File: config.mk
export PLATFORM = sky130hd
export DESIGN_NAME = dm_lane_ctrl_flat
export DESIGN_NICKNAME = d
export VERILOG_FILES = /design/src/rtl/dm_pkg.sv /design/src/rtl/dm_lane_ctrl_if.sv /design/src/rtl/dm_load_align.sv /design/src/rtl/dm_lane_ctrl.sv /design/src/flat_wrapper.sv
export SDC_FILE = /design/constraint.sdc
export NUM_CORES = 2
export LEC_CHECK = 0
export CELL_PAD_IN_SITES_DETAIL_PLACEMENT = 0
export CELL_PAD_IN_SITES_GLOBAL_PLACEMENT = 1
export CORE_UTILIZATION = 50
export DETAILED_ROUTE_END_ITERATION = 6
export PLACE_DENSITY_LB_ADDON = 0.1
export RECOVER_POWER = 100
export SETUP_SLACK_MARGIN = 0.5
export SYNTH_ARGS = -nofsm -noshare
export SYNTH_HDL_FRONTEND = slang
export SYNTH_HIERARCHICAL = 1
export SYNTH_SLANG_ARGS = --single-unit
File: constraint.sdc
create_clock -name clock -period 5.7 [get_ports clock]
set_clock_uncertainty 0.2 [all_clocks]
set_input_delay 0.855 -clock clock [delete_from_list [all_inputs] [get_ports clock]]
set_output_delay 0.855 -clock clock [all_outputs]
set_load 0.05 [all_outputs]
File: src/rtl/dm_pkg.sv
// Shared encodings and lane helpers for the word-organised data memory.
// Latency: none (types, constants and pure functions only).
// Backpressure: not applicable.
package dm_pkg;

    localparam logic [1:0] SZ_BYTE = 2'b00;
    localparam logic [1:0] SZ_HALF = 2'b01;
    localparam logic [1:0] SZ_WORD = 2'b10;
    localparam logic [1:0] SZ_ILL  = 2'b11;

    localparam int BE_W = 4;

    typedef enum logic {
        ST_INIT,
        ST_RUN
    } state_e;

    // Byte lanes touched by an access of the given size starting at lane.
    function automatic logic [BE_W-1:0] byte_enable(input logic [1:0] size,
                                                    input logic [1:0] lane);
        logic [BE_W-1:0] be;
        be = '0;
        case (size)
            SZ_BYTE: be = 4'b0001 << lane;
            SZ_HALF: be = 4'b0011 << lane;
            SZ_WORD: be = 4'b1111;
            default: be = '0;
        endcase
        return be;
    endfunction

    // Natural alignment; the reserved size code never counts as aligned.
    function automatic logic is_aligned(input logic [1:0] size,
                                        input logic [1:0] lane);
        logic ok;
        ok = 1'b0;
        case (size)
            SZ_BYTE: ok = 1'b1;
            SZ_HALF: ok = ~lane[0];
            SZ_WORD: ok = (lane == 2'b00);
            default: ok = 1'b0;
        endcase
        return ok;
    endfunction

    // Right-aligned store data copied into every lane so the byte enables
    // alone decide which bytes land in the word.
    function automatic logic [31:0] replicate(input logic [1:0]  size,
                                              input logic [31:0] wd);
        logic [31:0] r;
        r = wd;
        case (size)
            SZ_BYTE: r = {4{wd[7:0]}};
            SZ_HALF: r = {2{wd[15:0]}};
            default: r = wd;
        endcase
        return r;
    endfunction

endpackage

File: src/rtl/dm_lane_ctrl_if.sv
// Request/response bundle between the load/store stage and the data memory.
// Latency: none (wires only).
// Backpressure: req_ready from the memory side qualifies req_valid.
interface dm_lane_ctrl_if #(
    parameter int ADDR_W = 32
);
    logic              req_valid;
    logic              req_ready;
    logic              req_write;
    logic [1:0]        req_size;
    logic              req_unsigned;
    logic [ADDR_W-1:0] addr;
    logic [31:0]       write_data;
    logic              rsp_valid;
    logic [31:0]       read_data;
    logic              misaligned;
    logic              init_busy;

    // Load/store stage side.
    modport master (
        output req_valid, req_write, req_size, req_unsigned, addr, write_data,
        input  req_ready, rsp_valid, read_data, misaligned, init_busy
    );

    // Memory side.
    modport slave (
        input  req_valid, req_write, req_size, req_unsigned, addr, write_data,
        output req_ready, rsp_valid, read_data, misaligned, init_busy
    );
endinterface

File: src/rtl/dm_load_align.sv
// Picks the addressed byte/half out of a 32-bit word and sign/zero extends it.
// Latency: combinational.
// Backpressure: none; shared with the fetch-side byte loader.
module dm_load_align
    import dm_pkg::*;
(
    input  logic [31:0] word_i,
    input  logic [1:0]  lane_i,
    input  logic [1:0]  size_i,
    input  logic        unsigned_i,
    output logic [31:0] data_o
);

    logic [7:0]  byte_sel;
    logic [15:0] half_sel;

    // Lane select then extension; word loads ignore the unsigned flag.
    always_comb begin
        byte_sel = word_i[{lane_i, 3'b000} +: 8];
        half_sel = lane_i[1] ? word_i[31:16] : word_i[15:0];
        data_o   = '0;
        case (size_i)
            SZ_BYTE: data_o = {{24{~unsigned_i & byte_sel[7]}}, byte_sel};
            SZ_HALF: data_o = {{16{~unsigned_i & half_sel[15]}}, half_sel};
            SZ_WORD: data_o = word_i;
            default: data_o = '0;
        endcase
    end

endmodule

File: src/rtl/dm_lane_ctrl.sv
// Byte/half/word data memory with alignment check and post-reset clear sweep.
// Latency: 1 cycle accept-to-response; sweep holds req_ready low DEPTH cycles.
// Backpressure: req_ready low only during the sweep; full throughput after.
// Optional: DM_RANGE_CHECK_EN rejects addresses with bits set above the index.
module dm_lane_ctrl
    import dm_pkg::*;
#(
    parameter int DEPTH  = 64,
    parameter int ADDR_W = 32
) (
    input  logic          clock,
    input  logic          reset,
    dm_lane_ctrl_if.slave bus
);

    localparam int IDX_W = $clog2(DEPTH);

    // Storage has no reset; the sweep is what zeroes it.
    logic [31:0] mem [DEPTH];

    state_e            state_q, state_d;
    logic [IDX_W-1:0]  cnt_q, cnt_d;
    logic              ready_q, ready_d;
    logic              busy_q, busy_d;
    logic              rsp_vld_q, rsp_vld_d;
    logic [31:0]       rdata_q, rdata_d;
    logic              mis_q, mis_d;

    logic              accept;
    logic [IDX_W-1:0]  idx;
    logic [1:0]        lane;
    logic              upper_nz;
    logic              range_err;
    logic              req_err;
    logic              do_store;
    logic [BE_W-1:0]   be;
    logic [31:0]       wdat;
    logic [31:0]       load_word;
    logic [31:0]       load_data;

    assign accept   = bus.req_valid & ready_q;
    assign idx      = bus.addr[IDX_W+1:2];
    assign lane     = bus.addr[1:0];
    assign upper_nz = |(bus.addr >> (IDX_W + 2));

`ifdef DM_RANGE_CHECK_EN
    assign range_err = upper_nz;
`else
    // Upper bits alias onto the array, so they never cause a rejection.
    logic unused_upper_nz;
    assign unused_upper_nz = upper_nz;
    assign range_err       = 1'b0;
`endif

    assign req_err   = ~is_aligned(bus.req_size, lane) | range_err;
    assign do_store  = accept & bus.req_write & ~req_err;
    assign be        = byte_enable(bus.req_size, lane);
    assign wdat      = replicate(bus.req_size, bus.write_data);
    assign load_word = mem[idx];

    dm_load_align u_align (
        .word_i     (load_word),
        .lane_i     (lane),
        .size_i     (bus.req_size),
        .unsigned_i (bus.req_unsigned),
        .data_o     (load_data)
    );

    // Array write: zero one word per cycle while sweeping, else byte-masked store.
    always_ff @(posedge clock) begin
        if (state_q == ST_INIT) begin
            mem[cnt_q] <= '0;
        end else if (do_store) begin
            for (int b = 0; b < BE_W; b++) begin
                if (be[b]) begin
                    mem[idx][b*8 +: 8] <= wdat[b*8 +: 8];
                end
            end
        end
    end

    // Next-state and next-response decode; response fields fall to 0 when idle.
    always_comb begin
        state_d   = state_q;
        cnt_d     = cnt_q;
        ready_d   = ready_q;
        busy_d    = busy_q;
        rsp_vld_d = accept;
        mis_d     = accept & req_err;
        rdata_d   = (accept & ~bus.req_write & ~req_err) ? load_data : 32'd0;
        case (state_q)
            ST_INIT: begin
                cnt_d = cnt_q + 1'b1;
                if (cnt_q == IDX_W'(DEPTH - 1)) begin
                    state_d = ST_RUN;
                    cnt_d   = '0;
                    ready_d = 1'b1;
                    busy_d  = 1'b0;
                end
            end
            ST_RUN: begin
                ready_d = 1'b1;
                busy_d  = 1'b0;
            end
            default: begin
                state_d = ST_INIT;
                cnt_d   = '0;
                ready_d = 1'b0;
                busy_d  = 1'b1;
            end
        endcase
    end

    // Control state and registered outputs; reset restarts the sweep.
    always_ff @(posedge clock or posedge reset) begin
        if (reset) begin
            state_q   <= ST_INIT;
            cnt_q     <= '0;
            ready_q   <= 1'b0;
            busy_q    <= 1'b1;
            rsp_vld_q <= 1'b0;
            rdata_q   <= '0;
            mis_q     <= 1'b0;
        end else begin
            state_q   <= state_d;
            cnt_q     <= cnt_d;
            ready_q   <= ready_d;
            busy_q    <= busy_d;
            rsp_vld_q <= rsp_vld_d;
            rdata_q   <= rdata_d;
            mis_q     <= mis_d;
        end
    end

    assign bus.req_ready  = ready_q;
    assign bus.init_busy  = busy_q;
    assign bus.rsp_valid  = rsp_vld_q;
    assign bus.read_data  = rdata_q;
    assign bus.misaligned = mis_q;

endmodule

File: src/flat_wrapper.sv
// flat-port wrapper written by rule: the top's interface ports become plain ports
module dm_lane_ctrl_flat import dm_pkg::*;
#(
    parameter int DEPTH  = 64,
    parameter int ADDR_W = 32
)
  (clock, reset, bus_req_valid, bus_req_write, bus_req_size, bus_req_unsigned, bus_addr, bus_write_data, bus_req_ready, bus_rsp_valid, bus_read_data, bus_misaligned, bus_init_busy);
  dm_lane_ctrl_if #(.ADDR_W(ADDR_W)) bus_i ();
  input  logic clock;
  input  logic reset;
  input wire logic [$bits(bus_i.req_valid)-1:0] bus_req_valid;
  input wire logic [$bits(bus_i.req_write)-1:0] bus_req_write;
  input wire logic [$bits(bus_i.req_size)-1:0] bus_req_size;
  input wire logic [$bits(bus_i.req_unsigned)-1:0] bus_req_unsigned;
  input wire logic [$bits(bus_i.addr)-1:0] bus_addr;
  input wire logic [$bits(bus_i.write_data)-1:0] bus_write_data;
  output wire logic [$bits(bus_i.req_ready)-1:0] bus_req_ready;
  output wire logic [$bits(bus_i.rsp_valid)-1:0] bus_rsp_valid;
  output wire logic [$bits(bus_i.read_data)-1:0] bus_read_data;
  output wire logic [$bits(bus_i.misaligned)-1:0] bus_misaligned;
  output wire logic [$bits(bus_i.init_busy)-1:0] bus_init_busy;
  assign bus_i.req_valid = bus_req_valid;
  assign bus_i.req_write = bus_req_write;
  assign bus_i.req_size = bus_req_size;
  assign bus_i.req_unsigned = bus_req_unsigned;
  assign bus_i.addr = bus_addr;
  assign bus_i.write_data = bus_write_data;
  assign bus_req_ready = bus_i.req_ready;
  assign bus_rsp_valid = bus_i.rsp_valid;
  assign bus_read_data = bus_i.read_data;
  assign bus_misaligned = bus_i.misaligned;
  assign bus_init_busy = bus_i.init_busy;
  dm_lane_ctrl #(.DEPTH(DEPTH), .ADDR_W(ADDR_W)) u_core (.clock(clock), .reset(reset), .bus(bus_i));
endmodule
* Word level (Yosys, flattened, before mapping)
Memory sizes are Yosys's and may differ from the RTL's.
Index checks and enable logic that the tools add are counted.
** Word-level totals
- Memories :: 1
- Input port bits :: 71
- Memory bits (writable) :: 2048
- Word-level logic and storage cells :: 65
- Register bits :: 43
** Operators by class
- Add/subtract/negate cells :: 1
- Bitwise logic cells :: 13
- Shifts and indexed selects :: 3
- Mux-type cells :: 33
- Reductions and logical operators :: 3
- Equal/unequal tests :: 4
** Memory list
- u_core.mem :: depth 64, bits a word 32, read ports 1, clocked after memory_dff 0, wr ports 1, RTL line dm_lane_ctrl.sv:19 : logic [31:0] mem [DEPTH];
** Operators by type and width (number)
- 32-bit one-hot mux with 3 select lines :: 1
- 32-bit two-way mux :: 2
- 32-bit one-hot mux with 2 select lines :: 1
- 32-bit OR reduction :: 1
- 32-bit by 6-bit indexed part select with 8-bit output :: 1
- 1-bit two-way mux :: 21
- 16-bit two-way mux :: 1
- 6-bit two-way mux :: 2
- 4-bit one-hot mux with 3 select lines :: 1
- 1-bit bitwise AND :: 8
- 6-bit by 1-bit adder with 6-bit output (second input constant) :: 1
- 6-bit equality test (second input constant) :: 1
- 1-bit inverter :: 5
- 2-bit logical NOT :: 2
- 4-bit two-way mux :: 1
- 1-bit one-hot mux with 2 select lines :: 2
- 1-bit by 2-bit left shift with 4-bit output (first input constant) :: 1
- 2-bit by 2-bit left shift with 4-bit output (first input constant) :: 1
- 1-bit one-hot mux with 3 select lines :: 1
- 2-bit by 1-bit equality test with 1-bit output (second input constant) :: 1
- 2-bit equality test (second input constant) :: 1
- 2-bit inequality test (second input constant) :: 1

* Depth between registers and ports, before layout
- Depth in word-level cells :: 8
- Mapped depth :: 14

* Hierarchy
Netlist, hierarchy kept.
** By module, submodules not included
- dm_lane_ctrl :: area an instance 82297.7 µm², instances 1, cells each 4031, seq. area each 62576.3 µm²
- dm_load_align :: area an instance 827.0 µm², instances 1, cells each 118, seq. area each 0.0 µm²

* Least setup slack after synthesis
OpenSTA, ideal clock, no wires.
- Path kind :: input-to-reg
- Start :: input port bus_addr[1]
- End :: memory u_core.mem[0][12], data pin
- Setup time :: 548 ps
- Path slack :: 1275 ps
- Cell stages on the path :: 7
- Arrival :: 3677 ps
- Data required time :: 4952 ps
- Cells stage by stage :: o21a_1 -> o22ai_1 -> nand4_1 -> clkbuf_1 -> clkbuf_1 -> clkbuf_1 -> a21oi_1
** Between the ends
- Longest elaborated chain between the ends :: 8
- Elaborated cells on any way between the ends :: 24
- Those cells by class :: 2 x shift; 19 x mux; 1 x bitwise; 2 x reduce/logical
** Ends and longest elaborated chain
- from (decl) :: RTL line flat_wrapper.sv:15 : input wire logic [$bits(bus_i.addr)-1:0] bus_addr;
- 2-bit by 2-bit left shift with 4-bit output (tied with other cells) :: RTL line dm_pkg.sv:25 : SZ_HALF: be = 4'b0011 << lane;
- 4-bit one-hot mux with 3 select lines / 1-bit one-hot mux with 3 select lines (equally long branches) :: RTL line dm_pkg.sv:23, dm_pkg.sv:37
- 1-bit two-way mux / 1-bit bitwise AND (equally long branches) :: RTL line dm_lane_ctrl.sv:75, dm_lane_ctrl.sv:56
- 1-bit two-way mux :: RTL line dm_lane_ctrl.sv:73 : end else if (do_store) begin
- 1-bit two-way mux :: RTL line dm_lane_ctrl.sv:71 : if (state_q == ST_INIT) begin
- 1-bit two-way mux (implied by the code) :: RTL line dm_lane_ctrl.sv:76 : mem[idx][b*8 +: 8] <= wdat[b*8 +: 8];
- 32-bit OR reduction (no source line) (*)
- 32-bit two-way mux (no source line) (*)
- to (decl) :: RTL line dm_lane_ctrl.sv:19
Mark *: on every way between the ends. The rest lies on a longest branch, timed or not.

* Worst setup path after layout
- Start :: input port bus_addr[7]
- End :: memory u_core.mem[25][25] (enable)
** Between the ends
- Longest elaborated chain between the ends :: 1
** Ends and longest elaborated chain
- 6-bit two-way mux (no source line)
Every way passes these cells.

==> flow_metrics.env <==
export IMPL_tightestPinTransition_ps=3190
export IMPL_grt_pass1_vias=43000
export IMPL_grt_usage=0.291
export IMPL_nNetsFinal=4671
export IMPL_status="finished with violations"
export IMPL_cts_resized=0
export IMPL_synthTopCellsByArea="edfxtp_1, mux4_2, nor2_1, mux2i_1, dfrtp_1"
export IMPL_cts_buffers=208
export IMPL_grt_max_degree=76
export IMPL_yosysWarnings=6
export IMPL_max_freq_ghz=0.196
export IMPL_hpwl_mm=163
export IMPL_leakage_uw=0.0259
export IMPL_grt_pass1_wl_mm=337
export IMPL_cts_htree_levels=4
export IMPL_synth_largest_area_cell="edfxtp_1"
export IMPL_fin_ws_ps=590
export IMPL_portBuffers=82
export IMPL_crit_fanout=13
export IMPL_maxSlewViolCount=547
export IMPL_synth_seq_cells=2091
export IMPL_drt_iter0_markers=5904
export IMPL_crit_slowest_cell="mux2i_1"
export IMPL_setup_tns_ps=0
export IMPL_criticalPathCategory="in -> reg"
export IMPL_slew_headroom=-1.12
export IMPL_place_congestion=0.950
export IMPL_postSynthCellCount=4149
export IMPL_clk_path_buf_depth=3
export IMPL_setup_viol=0
export IMPL_worstPathCellList="buf_2 > clkbuf_1 > nor2b_1 > buf_4 > nand2_1 > nor2_1 > mux2i_1 > nor2_1 > clkbuf_1"
export IMPL_seq_area_frac_synth=0.753
export IMPL_cts_tree="yes"
export IMPL_avgViaCountPerCell=6.29
export IMPL_nFillCells=12700
export IMPL_holdBufCountCts=0
export IMPL_antenna_found_initial=10
export IMPL_max_cap_violations=19
export IMPL_synthesis_nets=4221
export IMPL_area_growth_pct=13.8
export IMPL_synth_avg_cell_area_sq_um=20.0
export IMPL_end_kind="flip-flop"
export IMPL_dr_total_vias=43900
export IMPL_die_w_microns=410
export IMPL_hold_class="reg -> reg"
export IMPL_ant_nets=0
export IMPL_start_util=0.504
export IMPL_pre_cts_ws_ps=861
export IMPL_irDropWorstVdd_uv=331
export IMPL_hold_viol_final=0
export IMPL_wire_per_inst_microns=34.8
export IMPL_ios=107
export IMPL_routed_wl_mm=243
export IMPL_power_density_nw_per_um2=330
export IMPL_ctsRootBufferMaster="clkbuf_16"
export IMPL_rows=149
export IMPL_cts_sinks=2091
export IMPL_synth_edff_count=2048
export IMPL_min_period_ps=5110
export IMPL_clock_latency_ps=850
export IMPL_overflow=0
export IMPL_fin_crit_sh=0.897
export IMPL_yosysUniqueCellTypes=61
export IMPL_path_clk_slew_ps=60
export IMPL_hold_slack_ps=330
export IMPL_crit_reg2reg_launch="u_core/bus.req_ready$_DFFE_PP0P_"
export IMPL_critPathRequiredTime_ps=6020
export IMPL_slowest_delay_ps=1310
export IMPL_violations="DRC, capacitance limit, slew limit"
export IMPL_synthDominantCellAreaShare=0.740
export IMPL_die_h_microns=410
export IMPL_crit_path_start="bus_addr[7]"
export IMPL_post_cts_buffers=0
export IMPL_drt_first_pass_iters=7
export IMPL_synthArstFlopShare=0.0206
export IMPL_drive_gt1_frac=0.221
export IMPL_synth_flop_cell="edfxtp_1"
export IMPL_cp_arrival_ps=5430
export IMPL_synthesis_area_sq_um=83100
export IMPL_design_core_area_sq_um=165000
export IMPL_drc_errors=60
export IMPL_die_area_sq_um=168000
export IMPL_worstSetupStartpointType="primary input"
export IMPL_hp_start="u_core/bus.init_busy$_DFFE_PP1P_"
export IMPL_rsz0062_at_grt="false"
-- synth_stat cells (3+ instances only) --
cell type / instances
a21boi_0: 4
inv_1: 5
mux4_2: 501
buf_8: 3
a22o_1: 3
buf_1: 33
nor2b_1: 37
edfxtp_1: 2048
dfrtp_1: 42
nand3b_1: 15
o22a_1: 6
buf_4: 40
a211oi_1: 25
mux4_1: 8
and3_1: 13
a22oi_1: 78
nor3_1: 27
a21oi_1: 71
buf_6: 20
clkbuf_1: 101
and2_1: 35
nor2_1: 430
o221ai_1: 39
nand2_1: 73
mux2i_1: 125
o22ai_1: 51
o21ai_0: 26
a21o_1: 4
nand3_1: 55
or2_2: 9
buf_2: 71
o211a_1: 20
and3b_1: 8
a31oi_1: 14
o21ai_2: 10
nand2b_1: 31
mux2_2: 20
or3_1: 9
or3b_2: 5
-- stage by stage --
stage          std cells  power (uW)  instance area [sq um]   util
6_report            6979       31200                  94600  0.573
5_1_grt             6970       31900                  94500  0.573
4_1_cts             6970       31400                  95800  0.581
3_5_place_dp        6578       18000                  89100  0.540
3_3_place_gp        6573       18000                  89000  0.539
2_1_floorplan       4149       17600                  83100      -
-- power breakdown --
part / switching (uW) / internal (uW)
clock: 5810 / 7670
combinational: 702 / 364
sequential: 0 / 16600
total: 6520 / 24600
-- cell usage in the layout (no fill, tap or decap), types with 30 or more instances in the layout --
master and n:
a21oi_1 65, a22oi_1 79, buf_4 130, clkbuf_1 293, clkbuf_16 212, clkdlybuf4s50_1 37
clkinv_1 54, clkinv_2 55, dfrtp_1 42, dlygate4sd3_1 37, edfxtp_1 2048, mux2i_1 125
mux4_2 501, nand2_1 73, nand2b_1 30, nand3_1 55, nor2_1 418, nor2b_1 34
o21ai_0 30, o221ai_1 39, o22ai_1 51
-- registers in the layout, indices dropped and copies added, names as in the netlist --
register and cells:
u_core/bus.init_busy 1, u_core/bus.misaligned 1, u_core/bus.read_data 32, u_core/bus.req_ready 1
u_core/bus.rsp_valid 1, u_core/cnt_q 6, u_core/mem 2048, u_core/state_q 1
-- worst max-delay path, delay by kind of cell --
family | cells | cell delay, ps
buf+inv | 4 | 2110
mux | 1 | 1310
simple gates | 4 | 1130
-- final timing paths --
kind                                                       to  slack, ps  cells after the start
max                              u_core/mem[25][25]$_DFFE_PP_        590                      9
min reg2reg                  u_core/bus.init_busy$_DFFE_PP1P_        330                      2
min in group asynchronous  u_core/bus.read_data[28]$_DFF_PP0_       1440                      3
max reg2reg                       u_core/mem[56][7]$_DFFE_PP_        710                      8
min                          u_core/bus.init_busy$_DFFE_PP1P_        330                      2
max in group asynchronous            u_core/state_q$_DFF_PP0_       2000                      3
-- metal layers --
| layer | global-route usage | vias up | share of wire |
|---|---|---|---|
| met5 | 0 | - | 0.00028 |
| li1 | - | 17900 | - |
| met4 | 0.100 | 10 | 0.035 |
| met2 | 0.429 | 2076 | 0.45 |
| met3 | 0.0710 | 356 | 0.10 |
| met1 | 0.426 | 23500 | 0.41 |
-- final cells by class --
cell class	instances	area (sq um)	share of cell area
Antenna cell	9	22.5	0.000238
Clock buffer	240	5420	0.0573
Clock inverter	152	1300	0.0137
Inverter	5	18.8	0.000198
Multi-Input combinational cell	1781	19200	0.203
Sequential cell	2091	62600	0.662
Tap cell	2189	2740	0.0290
Timing Repair Buffer	512	3290	0.0348
-- logic make-up (layout without fill, tap and decap cells) --
family,after synthesis,in the layout,synth area share
simple gates,752,752,0.0409
other cells,0,9,0
fa+ha+maj,1,1,0.000150
xor+xnor,2,2,0.000211
mux,657,657,0.157
flops,2091,2091,0.753
buf+inv,277,909,0.0180
compound gates,369,369,0.0313
(Power assumes the default switching activity.)
